`src/rtl/mem_arbiter_if.sv`:
```
// Requester and memory-side bus of the two-port memory arbiter.
// slave: arbiter view; master: requester/memory environment view.
interface mem_arbiter_if;
  localparam int unsigned N_REQ = 2;
  localparam int unsigned DW    = 32;
  localparam int unsigned SW    = 4;

  logic [N_REQ-1:0]    req;
  logic [N_REQ*DW-1:0] addr;
  logic [N_REQ*DW-1:0] wdata;
  logic [N_REQ-1:0]    write;
  logic [N_REQ*SW-1:0] size;
  logic [DW-1:0]       rdata;
  logic [N_REQ-1:0]    done;
  logic [N_REQ-1:0]    err;

  logic [DW-1:0]       mem_addr;
  logic [DW-1:0]       mem_wdata;
  logic                mem_read;
  logic                mem_write;
  logic [SW-1:0]       mem_size;
  logic                mem_addr_ready;
  logic                mem_data_ready;
  logic [DW-1:0]       mem_rdata;

  modport slave (
    input  req, addr, wdata, write, size, mem_data_ready, mem_rdata,
    output rdata, done, err, mem_addr, mem_wdata, mem_read, mem_write,
           mem_size, mem_addr_ready
  );

  modport master (
    output req, addr, wdata, write, size, mem_data_ready, mem_rdata,
    input  rdata, done, err, mem_addr, mem_wdata, mem_read, mem_write,
           mem_size, mem_addr_ready
  );
endinterface

```
`src/rtl/mem_arbiter.sv`:
```
// Round-robin CPU/DMA arbiter in front of a single memory port.
// Optional DATA-phase abort counter enabled by defining MEM_ARB_TIMEOUT_EN.
module mem_arbiter #(
  parameter int unsigned TIMEOUT_CYCLES = 255
) (
  input  logic         clk,
  input  logic         reset_n,
  mem_arbiter_if.slave bus
);
  localparam int unsigned N_REQ = 2;
  localparam int unsigned DW    = 32;
  localparam int unsigned SW    = 4;

  typedef enum logic [1:0] {IDLE, ADDR, DATA, ERR} state_e;

  state_e           state_q, state_d;
  logic             gnt_q, gnt_d;
  logic             ptr_q, ptr_d;
  logic [DW-1:0]    addr_q, addr_d;
  logic [DW-1:0]    wdata_q, wdata_d;
  logic             write_q, write_d;
  logic [SW-1:0]    size_q, size_d;
  logic [DW-1:0]    rdata_q, rdata_d;
  logic [N_REQ-1:0] done_q, done_d;
  logic [N_REQ-1:0] err_q, err_d;
  logic             mem_addr_ready_q, mem_addr_ready_d;
  logic             mem_read_q, mem_read_d;
  logic             mem_write_q, mem_write_d;

  logic             sel_c;
  logic [DW-1:0]    sel_addr_c;
  logic [SW-1:0]    sel_size_c;
  logic             misaligned_c;

`ifdef MEM_ARB_TIMEOUT_EN
  localparam int unsigned CNT_W = (TIMEOUT_CYCLES > 1) ? $clog2(TIMEOUT_CYCLES) : 1;
  logic [CNT_W-1:0] cnt_q, cnt_d;
  logic             timeout_c;
  assign timeout_c = (cnt_q == CNT_W'(TIMEOUT_CYCLES - 1));
`else
  // TIMEOUT_CYCLES has no effect when the abort counter is compiled out
  if (TIMEOUT_CYCLES == 0) begin : g_timeout_unused
  end
`endif

  // Candidate requester: round-robin pointer breaks ties
  always_comb begin
    sel_c        = (bus.req == 2'b11) ? ptr_q : bus.req[1];
    sel_addr_c   = sel_c ? bus.addr[2*DW-1:DW] : bus.addr[DW-1:0];
    sel_size_c   = sel_c ? bus.size[2*SW-1:SW] : bus.size[SW-1:0];
    misaligned_c = ((sel_size_c == '0) && (sel_addr_c[1:0] != 2'b00)) ||
                   ((sel_size_c[1] | sel_size_c[0]) && (sel_addr_c[1:0] == 2'b11));
  end

  always_comb begin
    state_d = state_q;
    gnt_d   = gnt_q;
    ptr_d   = ptr_q;
    addr_d  = addr_q;
    wdata_d = wdata_q;
    write_d = write_q;
    size_d  = size_q;
    rdata_d = rdata_q;
    done_d  = '0;
    err_d   = '0;
`ifdef MEM_ARB_TIMEOUT_EN
    cnt_d   = cnt_q;
`endif
    case (state_q)
      IDLE: begin
        if (bus.req != '0) begin
          gnt_d   = sel_c;
          addr_d  = sel_addr_c;
          wdata_d = sel_c ? bus.wdata[2*DW-1:DW] : bus.wdata[DW-1:0];
          write_d = bus.write[sel_c];
          size_d  = sel_size_c;
          state_d = misaligned_c ? ERR : ADDR;
        end
      end
      ADDR: begin
        state_d = DATA;
`ifdef MEM_ARB_TIMEOUT_EN
        cnt_d   = '0;
`endif
      end
      DATA: begin
        // A memory completion wins over a same-cycle timeout
        if (bus.mem_data_ready) begin
          rdata_d = bus.mem_rdata;
          done_d  = N_REQ'(1) << gnt_q;
          ptr_d   = ~gnt_q;
          state_d = IDLE;
        end
`ifdef MEM_ARB_TIMEOUT_EN
        else if (timeout_c) begin
          done_d  = N_REQ'(1) << gnt_q;
          err_d   = N_REQ'(1) << gnt_q;
          ptr_d   = ~gnt_q;
          state_d = IDLE;
        end else begin
          cnt_d   = cnt_q + CNT_W'(1);
        end
`endif
      end
      ERR: begin
        done_d  = N_REQ'(1) << gnt_q;
        err_d   = N_REQ'(1) << gnt_q;
        ptr_d   = ~gnt_q;
        state_d = IDLE;
      end
      default: state_d = IDLE;
    endcase
    mem_addr_ready_d = (state_d == ADDR) || (state_d == DATA);
    mem_read_d       = mem_addr_ready_d & ~write_d;
    mem_write_d      = mem_addr_ready_d & write_d;
  end

  always_ff @(posedge clk or negedge reset_n) begin
    if (!reset_n) begin
      state_q          <= IDLE;
      gnt_q            <= 1'b0;
      ptr_q            <= 1'b0;
      addr_q           <= '0;
      wdata_q          <= '0;
      write_q          <= 1'b0;
      size_q           <= '0;
      rdata_q          <= '0;
      done_q           <= '0;
      err_q            <= '0;
      mem_addr_ready_q <= 1'b0;
      mem_read_q       <= 1'b0;
      mem_write_q      <= 1'b0;
`ifdef MEM_ARB_TIMEOUT_EN
      cnt_q            <= '0;
`endif
    end else begin
      state_q          <= state_d;
      gnt_q            <= gnt_d;
      ptr_q            <= ptr_d;
      addr_q           <= addr_d;
      wdata_q          <= wdata_d;
      write_q          <= write_d;
      size_q           <= size_d;
      rdata_q          <= rdata_d;
      done_q           <= done_d;
      err_q            <= err_d;
      mem_addr_ready_q <= mem_addr_ready_d;
      mem_read_q       <= mem_read_d;
      mem_write_q      <= mem_write_d;
`ifdef MEM_ARB_TIMEOUT_EN
      cnt_q            <= cnt_d;
`endif
    end
  end

  assign bus.rdata          = rdata_q;
  assign bus.done           = done_q;
  assign bus.err            = err_q;
  assign bus.mem_addr       = addr_q;
  assign bus.mem_wdata      = wdata_q;
  assign bus.mem_size       = size_q;
  assign bus.mem_read       = mem_read_q;
  assign bus.mem_write      = mem_write_q;
  assign bus.mem_addr_ready = mem_addr_ready_q;
endmodule

```
`src/flat_wrapper.sv`:
```
// flat-port wrapper written by rule: the top's interface ports become plain ports
module mem_arbiter_flat 
#(
  parameter int unsigned TIMEOUT_CYCLES = 255
)
  (clk, reset_n, bus_req, bus_addr, bus_wdata, bus_write, bus_size, bus_mem_data_ready, bus_mem_rdata, bus_rdata, bus_done, bus_err, bus_mem_addr, bus_mem_wdata, bus_mem_read, bus_mem_write, bus_mem_size, bus_mem_addr_ready);
  mem_arbiter_if bus_i ();
  input  logic clk;
  input  logic reset_n;
  input wire logic [$bits(bus_i.req)-1:0] bus_req;
  input wire logic [$bits(bus_i.addr)-1:0] bus_addr;
  input wire logic [$bits(bus_i.wdata)-1:0] bus_wdata;
  input wire logic [$bits(bus_i.write)-1:0] bus_write;
  input wire logic [$bits(bus_i.size)-1:0] bus_size;
  input wire logic [$bits(bus_i.mem_data_ready)-1:0] bus_mem_data_ready;
  input wire logic [$bits(bus_i.mem_rdata)-1:0] bus_mem_rdata;
  output wire logic [$bits(bus_i.rdata)-1:0] bus_rdata;
  output wire logic [$bits(bus_i.done)-1:0] bus_done;
  output wire logic [$bits(bus_i.err)-1:0] bus_err;
  output wire logic [$bits(bus_i.mem_addr)-1:0] bus_mem_addr;
  output wire logic [$bits(bus_i.mem_wdata)-1:0] bus_mem_wdata;
  output wire logic [$bits(bus_i.mem_read)-1:0] bus_mem_read;
  output wire logic [$bits(bus_i.mem_write)-1:0] bus_mem_write;
  output wire logic [$bits(bus_i.mem_size)-1:0] bus_mem_size;
  output wire logic [$bits(bus_i.mem_addr_ready)-1:0] bus_mem_addr_ready;
  assign bus_i.req = bus_req;
  assign bus_i.addr = bus_addr;
  assign bus_i.wdata = bus_wdata;
  assign bus_i.write = bus_write;
  assign bus_i.size = bus_size;
  assign bus_i.mem_data_ready = bus_mem_data_ready;
  assign bus_i.mem_rdata = bus_mem_rdata;
  assign bus_rdata = bus_i.rdata;
  assign bus_done = bus_i.done;
  assign bus_err = bus_i.err;
  assign bus_mem_addr = bus_i.mem_addr;
  assign bus_mem_wdata = bus_i.mem_wdata;
  assign bus_mem_read = bus_i.mem_read;
  assign bus_mem_write = bus_i.mem_write;
  assign bus_mem_size = bus_i.mem_size;
  assign bus_mem_addr_ready = bus_i.mem_addr_ready;
  mem_arbiter #(.TIMEOUT_CYCLES(TIMEOUT_CYCLES)) u_core (.clk(clk), .reset_n(reset_n), .bus(bus_i));
endmodule
```
`config.mk`:
```
export PLATFORM = sky130hd
export DESIGN_NAME = mem_arbiter_flat
export DESIGN_NICKNAME = d
export VERILOG_FILES = /design/src/rtl/mem_arbiter_if.sv /design/src/rtl/mem_arbiter.sv /design/src/flat_wrapper.sv
export SDC_FILE = /design/constraint.sdc
export NUM_CORES = 1
export LEC_CHECK = 0
export CORE_UTILIZATION = 34
export CTS_CLUSTER_DIAMETER = 100
export DETAILED_ROUTE_END_ITERATION = 6
export PLACE_DENSITY = 0.76
export SYNTH_ARGS = -nofsm -noshare
export SYNTH_HDL_FRONTEND = slang
export SYNTH_SLANG_ARGS = --single-unit
```
`constraint.sdc`:
```
create_clock -name clk -period 3.2 [get_ports clk]
set_input_delay 0.64 -clock clk [delete_from_list [all_inputs] [get_ports clk]]
set_output_delay 0.64 -clock clk [all_outputs]
set_load 0.02 [all_outputs]
```
==> metrics.md, run 1 <==
| Metric | Value |
|---|---|
| Synth cell count leaders | `dfrtp_1 (112), o21ai_0 (74), nand2_1 (73), mux2i_1 (69), mux2_2 (32)` |
| Worst-Margin Slew | `0.720 ns` |
| Cell with the most instances after synthesis | `dfrtp_1` |
| Pleak | `approximately 3.6 nW` |
| Port bufs | `between 200 and 300` |
| Ys Warns | `0` |
| Crit path from | `bus_req[0]` |
| Setup Buffers After CTS | `0` |
| Crit share post-route | `a little under two thirds` |
| RD Place Congestion | `about 0.76` |
| Crit Path Class | `primary input to register` |
| Register area share after synthesis | `57.4%` |
| CP bufs+invs | `2` |
| Clock Latency Late Sink | `roughly 0.34 ns` |
| Via count | `approximately 4,000` |
| Tot GR Track Use | `between 10% and 20%` |
| Die Width | `122 µm` |
| DR iter-0 viols | `between 100 and 150` |
| Total gr overflow | `0` |
| Sequential Area | `between 2000 and 3000 µm²` |
| Global-route wire length before repair | `20,400 µm` |
| Crit path DAT | `around 2.3 ns` |
| Pin count of the biggest net entering global routing | `57` |
| Initial Util | `between 30% and 40%` |
| Post-synth cell types | `25` |
| Status | `finished clean` |
| Post-DR vias/cell | `between 4 and 5` |
| Crit. End Element | `register` |
| Fmax | `0.491 GHz` |
| Antenna Nets Post-Route | `0` |
| Min-delay worst type | `primary input to asynchronous set/reset pin` |
| VDD IR max | `approximately 0.49 mV` |
| Crit Reg-Reg Startpoint | `u_core.ptr_q$_DFFE_PN0P_` |
| Top FF cell, synth | `dfrtp_1` |
| PD cells | `a little over 900 nW/µm²` |
| CP max stage cell | `clkdlybuf4s50_1` |
| Vias in the first global route | `about 4,100` |
| Pre-CTS worst setup slack | `0.799 ns` |
| Syn_area_per_cell | `11.8 µm²` |
| Max Cap Viol | `0` |
| Post-synth EDFFs | `0` |
| Setup violators final | `0` |
| First-pass iteration count of the detailed router | `4` |
| Num CTS Buffers | `9` |
| Drc violations | `0` |
| Post-CTS sizing | `0` |
| Cells after Synth | `around 400` |
| Num ports | `between 200 and 300` |
| DIE AREA | `roughly 15,000 µm²` |
| Yosys top cell by area | `dfrtp_1` |
| NumNets Final | `about 860` |
| Top post-synthesis cells by area | `dfrtp_1 (57%), mux2i_1 (14%), o21ai_0 (7.6%), mux2_2 (7.4%), nand2_1 (5.6%)` |
| Area growth syn-to-layout | `66.9%` |
| CP peak stage delay | `about 0.52 ns` |
| Normalized max-slew margin | `approximately 52%` |
| Root Driver | `clkbuf_16` |
| Post-synthesis async set-or-reset flop share | `100%` |
| Worst Path Max Fanout | `24` |
| Yosys top cell area share | `57.4%` |
| Fillcell total | `1,163` |
| CP cell instances | `clkdlybuf4s50_1 > a21o_4 > buf_4 > mux2i_1 > o21ai_0` |
| Multi-input logic area | `roughly 1900 µm²` |
| Synth Net Count | `587` |
| Clock-pin slew on the worst setup and hold paths | `~0.070 ns` |
| N_diodes | `0` |
| Wirelength per Cell | `14.9 µm` |
| R2R setup slack | `1.47 ns` |
| Worst setup path end | `u_core.bus.mem_addr[24]$_DFFE_PN0P_` |
| Longest Clk Path Bufs | `2` |
| Post-cts hold buffer count | `0` |
| Clk_skew | `0.0116 ns` |
| Rows | `between 40 and 50` |
| HPWL after detailed placement | `10,300 µm` |
| Setup TNS | `0 ns` |
| Initial antenna violation count | `0` |
| Fin. Hold Viols | `0` |
| Die H | `around 120 µm` |
| WP depth | `5` |
| PnR worst setup slack | `between 1 and 1.5 ns` |
| Max-slew violations | `0` |
| Period minus WS final | `between 2 and 2.5 ns` |
| RSZ-0062 raised after global routing | `no` |
| CP delay by family, top | `buffers and inverters` |
| FF-to-FF End | `u_core.bus.mem_addr[24]$_DFFE_PN0P_` |
| Post-synthesis sequential element count | `around 110` |
| R2r worst-path depth | `5` |
| Startpoint types | `primary input` |
| H-tree level count | `3` |
| Final WL | `13,000 µm` |
| Share of cells above drive strength 1 | `approximately a tenth` |
| CP required | `around 3.4 ns` |
| Cell Area, Synth | `a little under 5000 µm²` |
| Clk sinks | `roughly 110` |
| CTS tree | `built` |
| Core Area | `13,900 µm²` |
## worst min path at each step
stage                                           end  slack [ns]                                 start
6_report            u_core.bus.rdata[8]$_DFFE_PN0P_        0.42                               reset_n
5_1_grt             u_core.bus.rdata[8]$_DFFE_PN0P_        0.48                               reset_n
4_1_cts             u_core.bus.rdata[7]$_DFFE_PN0P_        0.44                               reset_n
3_5_place_dp   u_core.bus.mem_wdata[11]$_DFFE_PN0P_        0.47  u_core.bus.mem_wdata[11]$_DFFE_PN0P_
3_3_place_gp    u_core.bus.mem_addr[10]$_DFFE_PN0P_        0.46   u_core.bus.mem_addr[10]$_DFFE_PN0P_
2_1_floorplan          u_core.bus.done[0]$_DFF_PN0_        0.34                               reset_n
## power breakdown
part | total (mW) | switching, mW | internal (mW)
Combinational | 3.75 | 1.88 | 1.87
Sequential | 2.49 | 0.385 | 2.11
Clock | 1.14 | 0.504 | 0.632
Total | 7.38 | 2.77 | 4.61
## registers in the layout, summed over array words and instances, names as in the netlist, 2 cells and up
signal,cells
u_core.bus.mem_size,4
u_core.bus.rdata,32
u_core.bus.done,2
u_core.bus.mem_wdata,32
u_core.bus.mem_addr,32
u_core.bus.err,2
u_core.state_q,2
## layer usage
metal | global-route usage (%) | routed length, µm | vias up
met4 | 6.48 | 250 | 0
met5 | 0 | 0 | -
met3 | 4.87 | 1100 | 20
met1 | 20.9 | 5210 | 1862
li1 | - | - | 1980
met2 | 31.1 | 6450 | 186
## metrics by stage
step	power (mW)	instance area (µm²)	util (%)	std cells	hold slack, ns
2_1_floorplan	4.46	4880	-	412	0.344
3_3_place_gp	6.23	7840	56.3	856	0.460
3_5_place_dp	6.33	7840	56.3	856	0.469
4_1_cts	7.49	8150	58.5	872	0.440
5_1_grt	7.88	8150	58.5	872	0.476
6_report	7.38	8150	58.5	872	0.420
## layout by cell type (no fill, tap or decap), types with 3 or more instances in the layout
master / count
nor2_1: 5
clkbuf_16: 9
dfrtp_1: 112
nand2_1: 73
clkinv_4: 3
mux2i_1: 69
o21ai_0: 74
buf_12: 3
inv_1: 4
mux2_2: 32
o21a_1: 3
buf_4: 7
clkdlybuf4s50_1: 280
## logic make-up after synthesis
logic type | after synthesis | share of synthesized area (%)
flops | 112 | 57.4
mux | 102 | 21.8
compound gates | 85 | 9.64
simple gates | 83 | 6.80
buf+inv | 30 | 4.28
## layout make-up
| cell class | count | share of cell area, % |
|---|---|---|
| Timing Repair Buffer | 290 | 35.8 |
| Clock inverter | 6 | 0.845 |
| Multi-Input combinational cell | 270 | 23.1 |
| Clock buffer | 10 | 2.93 |
| Inverter | 4 | 0.184 |
| Sequential cell | 112 | 34.4 |
| Tap cell | 180 | 2.76 |
No activity file was read; power rests on OpenSTA's default activity.
==> run 2: changes to the inputs <==
--- a/config.mk
+++ b/config.mk
@@ -8,7 +8,7 @@
 export CORE_UTILIZATION = 34
 export CTS_CLUSTER_DIAMETER = 100
 export DETAILED_ROUTE_END_ITERATION = 6
-export PLACE_DENSITY = 0.76
+export PLACE_DENSITY = 0.79
 export SYNTH_ARGS = -nofsm -noshare
 export SYNTH_HDL_FRONTEND = slang
 export SYNTH_SLANG_ARGS = --single-unit
==> constraint.sdc (replaced) <==
create_clock -name clk -period 1.8 [get_ports clk]
set_input_delay 0.36 -clock clk [delete_from_list [all_inputs] [get_ports clk]]
set_output_delay 0.36 -clock clk [all_outputs]
set_load 0.02 [all_outputs]
==> run 2 against run 1 <==
  * Clock skew fell by 0.0016 ns
  * Global-route usage grew 0.87 points
  * Via count increased by 0.99%
  * Flip-flop and latch count is the same
  * Final area rose by 1.5%
  * Hold slack improved by 0.043 ns
  * Clock power rose by 70%
  * Critical path depth down 4
  * Register-to-register slack lost 1.1 ns
  * Setup slack got worse by 1.1 ns
  * Sequential share of layout area down 0.50 points
  * Largest cell class unchanged
==> metrics.md, run 2 (synthesized netlist as in run 1, its figures left out) <==
| Metric | Value |
|---|---|
| Total gr overflow | `0` |
| Crit. End Element | `primary output` |
| Global-route wire length before repair | `~21,000 µm` |
| Setup TNS | `0 ns` |
| Crit Reg-Reg Startpoint | `u_core.ptr_q$_DFFE_PN0P_` |
| Crit Path Class | `register to primary output` |
| Gate power share | `between 50% and 60%` |
| Max Cap Viol | `0` |
| Min-delay worst type | `primary input to asynchronous set/reset pin` |
| Die Width | `approximately 120 µm` |
| Worst hold slack | `0.463 ns` |
| HPWL after detailed placement | `~11,000 µm` |
| Met3 routed WL | `1150 µm` |
| Max Used Layer | `met4` |
| CP max stage cell | `clkdlybuf4s50_1` |
| Worst-Margin Slew | `around 0.35 ns` |
| Vias in the first global route | `roughly 4,200` |
| Share of power burned in registers | `between 30% and 40%` |
| Tot GR Track Use | `roughly a fifth` |
| Num CTS Buffers | `9` |
| Final WL | `around 14,000 µm` |
| Via count | `approximately 4,100` |
| Metal1 wirelength | `5360 µm` |
| Crit path DAT | `roughly 1.4 ns` |
| R2r worst-path depth | `5` |
| Setup violators final | `0` |
| Most common cell after layout, fill and taps aside | `clkdlybuf4s50_1` |
| Post-CTS sizing | `0` |
| CTS tree | `built` |
| Max-slew violations | `0` |
| Drc violations | `0` |
| Clock share of power | `14.7%` |
| PD cells | `roughly 1600 nW/µm²` |
| Fillcell total | `~1,100` |
| Longest Clk Path Bufs | `2` |
| Commonest cells after routing, fill and taps aside | `clkdlybuf4s50_1 (280), dfrtp_1 (112), o21ai_0 (74), nand2_1 (73), mux2i_1 (69)` |
| CP bufs+invs | `1` |
| CP cell instances | `clkdlybuf4s50_1` |
| Worst Path Max Fanout | `2` |
| Pint | `~8.3 mW` |
| Share of cells above drive strength 1 | `10.3%` |
| Clk_skew | `~0.01 ns` |
| Status | `finished clean` |
| Crit share post-route | `96.3%` |
| Wirelength per Cell | `about 15 µm` |
| Clock-pin slew on the worst setup and hold paths | `roughly 0.070 ns` |
| Startpoint types | `register` |
| NetSw | `between 4 and 5 mW` |
| Post-DR vias/cell | `4.64` |
| Pin count of the biggest net entering global routing | `between 50 and 60` |
| Met2 routed WL | `between 6000 and 7000 µm` |
| Pleak | `3.69 nW` |
| CP required | `approximately 1.4 ns` |
| FF-to-FF End | `u_core.bus.mem_wdata[31]$_DFFE_PN0P_` |
| Post-cts hold buffer count | `1` |
| CP peak stage delay | `0.64 ns` |
| Clock Latency Late Sink | `around 0.34 ns` |
| DIE AREA | `around 15,000 µm²` |
| Clk sinks | `between 100 and 150` |
| RD Place Congestion | `~0.77` |
| First-pass iteration count of the detailed router | `4` |
| Setup Buffers After CTS | `0` |
| Core Area | `around 14,000 µm²` |
| N_diodes | `0` |
| Initial antenna violation count | `0` |
| H-tree level count | `3` |
| Final Util | `59.3%` |
| Antenna Nets Post-Route | `0` |
| R2R setup slack | `between 0.3 and 0.4 ns` |
| RSZ-0062 raised after global routing | `no` |
| Period minus WS final | `1.73 ns` |
| Fmax | `between 0.5 and 0.6 GHz` |
| Switching share of power | `a little under two fifths` |
| Fin. Hold Viols | `0` |
| Num ports | `282` |
| Initial Util | `between 30% and 40%` |
| Normalized max-slew margin | `around 77%` |
| Die H | `122 µm` |
| Rows | `between 40 and 50` |
| Area growth syn-to-layout | `69.4%` |
| Root Driver | `clkbuf_16` |
| DR iter-0 viols | `between 150 and 200` |
| VDD IR max | `between 0.6 and 0.7 mV` |
| NumNets Final | `a little under 900` |
| Port bufs | `about 280` |
| CP delay by family, top | `buffers and inverters` |
[run 2: power groups by stage]
| stage | registers (mW) | clock network (mW) | logic, mW |
|---|---|---|---|
| 2_1_floorplan | 5.82 | 0 | 2.11 |
| 3_3_place_gp | 4.40 | 0 | 6.79 |
| 3_5_place_dp | 4.47 | 0 | 6.93 |
| 4_1_cts | 4.43 | 2.02 | 6.94 |
| 5_1_grt | 4.57 | 2.13 | 7.38 |
| 6_report | 4.42 | 1.94 | 6.84 |
[run 2: worst max path at each step]
stage                     slack (ns)                                from                             endpoint  cells after the start
after floorplan                 0.52                         bus_size[6]        u_core.bus.mem_read$_DFF_PN0_                      4
after global placement         -0.11                         bus_size[6]        u_core.bus.mem_read$_DFF_PN0_                      5
after detailed placement       -0.14                         bus_size[6]  u_core.bus.mem_addr_ready$_DFF_PN0_                      5
after CTS                       0.04  u_core.bus.mem_size[0]$_DFFE_PN0P_                      bus_mem_size[0]                      1
after global routing            0.02  u_core.bus.mem_size[0]$_DFFE_PN0P_                      bus_mem_size[0]                      1
final                           0.07  u_core.bus.mem_size[3]$_DFFE_PN0P_                      bus_mem_size[3]                      1
[run 2: final cells by class]
cell class	instances	area (µm²)	share of cell area [%]
repair buffers	300	3060	37.0
flip-flops and latches	112	2800	33.9
well taps	180	225	2.72
clock buffers	10	229	2.77
multi-input cells	270	1880	22.7
inverters	4	15.0	0.182
clock inverters	5	58.8	0.711
[run 2: stage by stage]
step	setup WS (ns)	total power, mW	std cells	area [µm²]
global placement	-0.107	11.2	865	7970
detailed placement	-0.145	11.4	865	7970
finish	0.0665	13.2	881	8270
global route	0.0156	14.1	881	8270
CTS	0.0365	13.4	881	8270
floorplan	0.515	7.94	412	4880
[run 2: metal layers]
layer	vias to the layer above	global-route usage, %
li1	1998	-
met4	0	8.26
met3	21	5.29
met1	1880	21.3
met5	-	0
met2	189	32.5
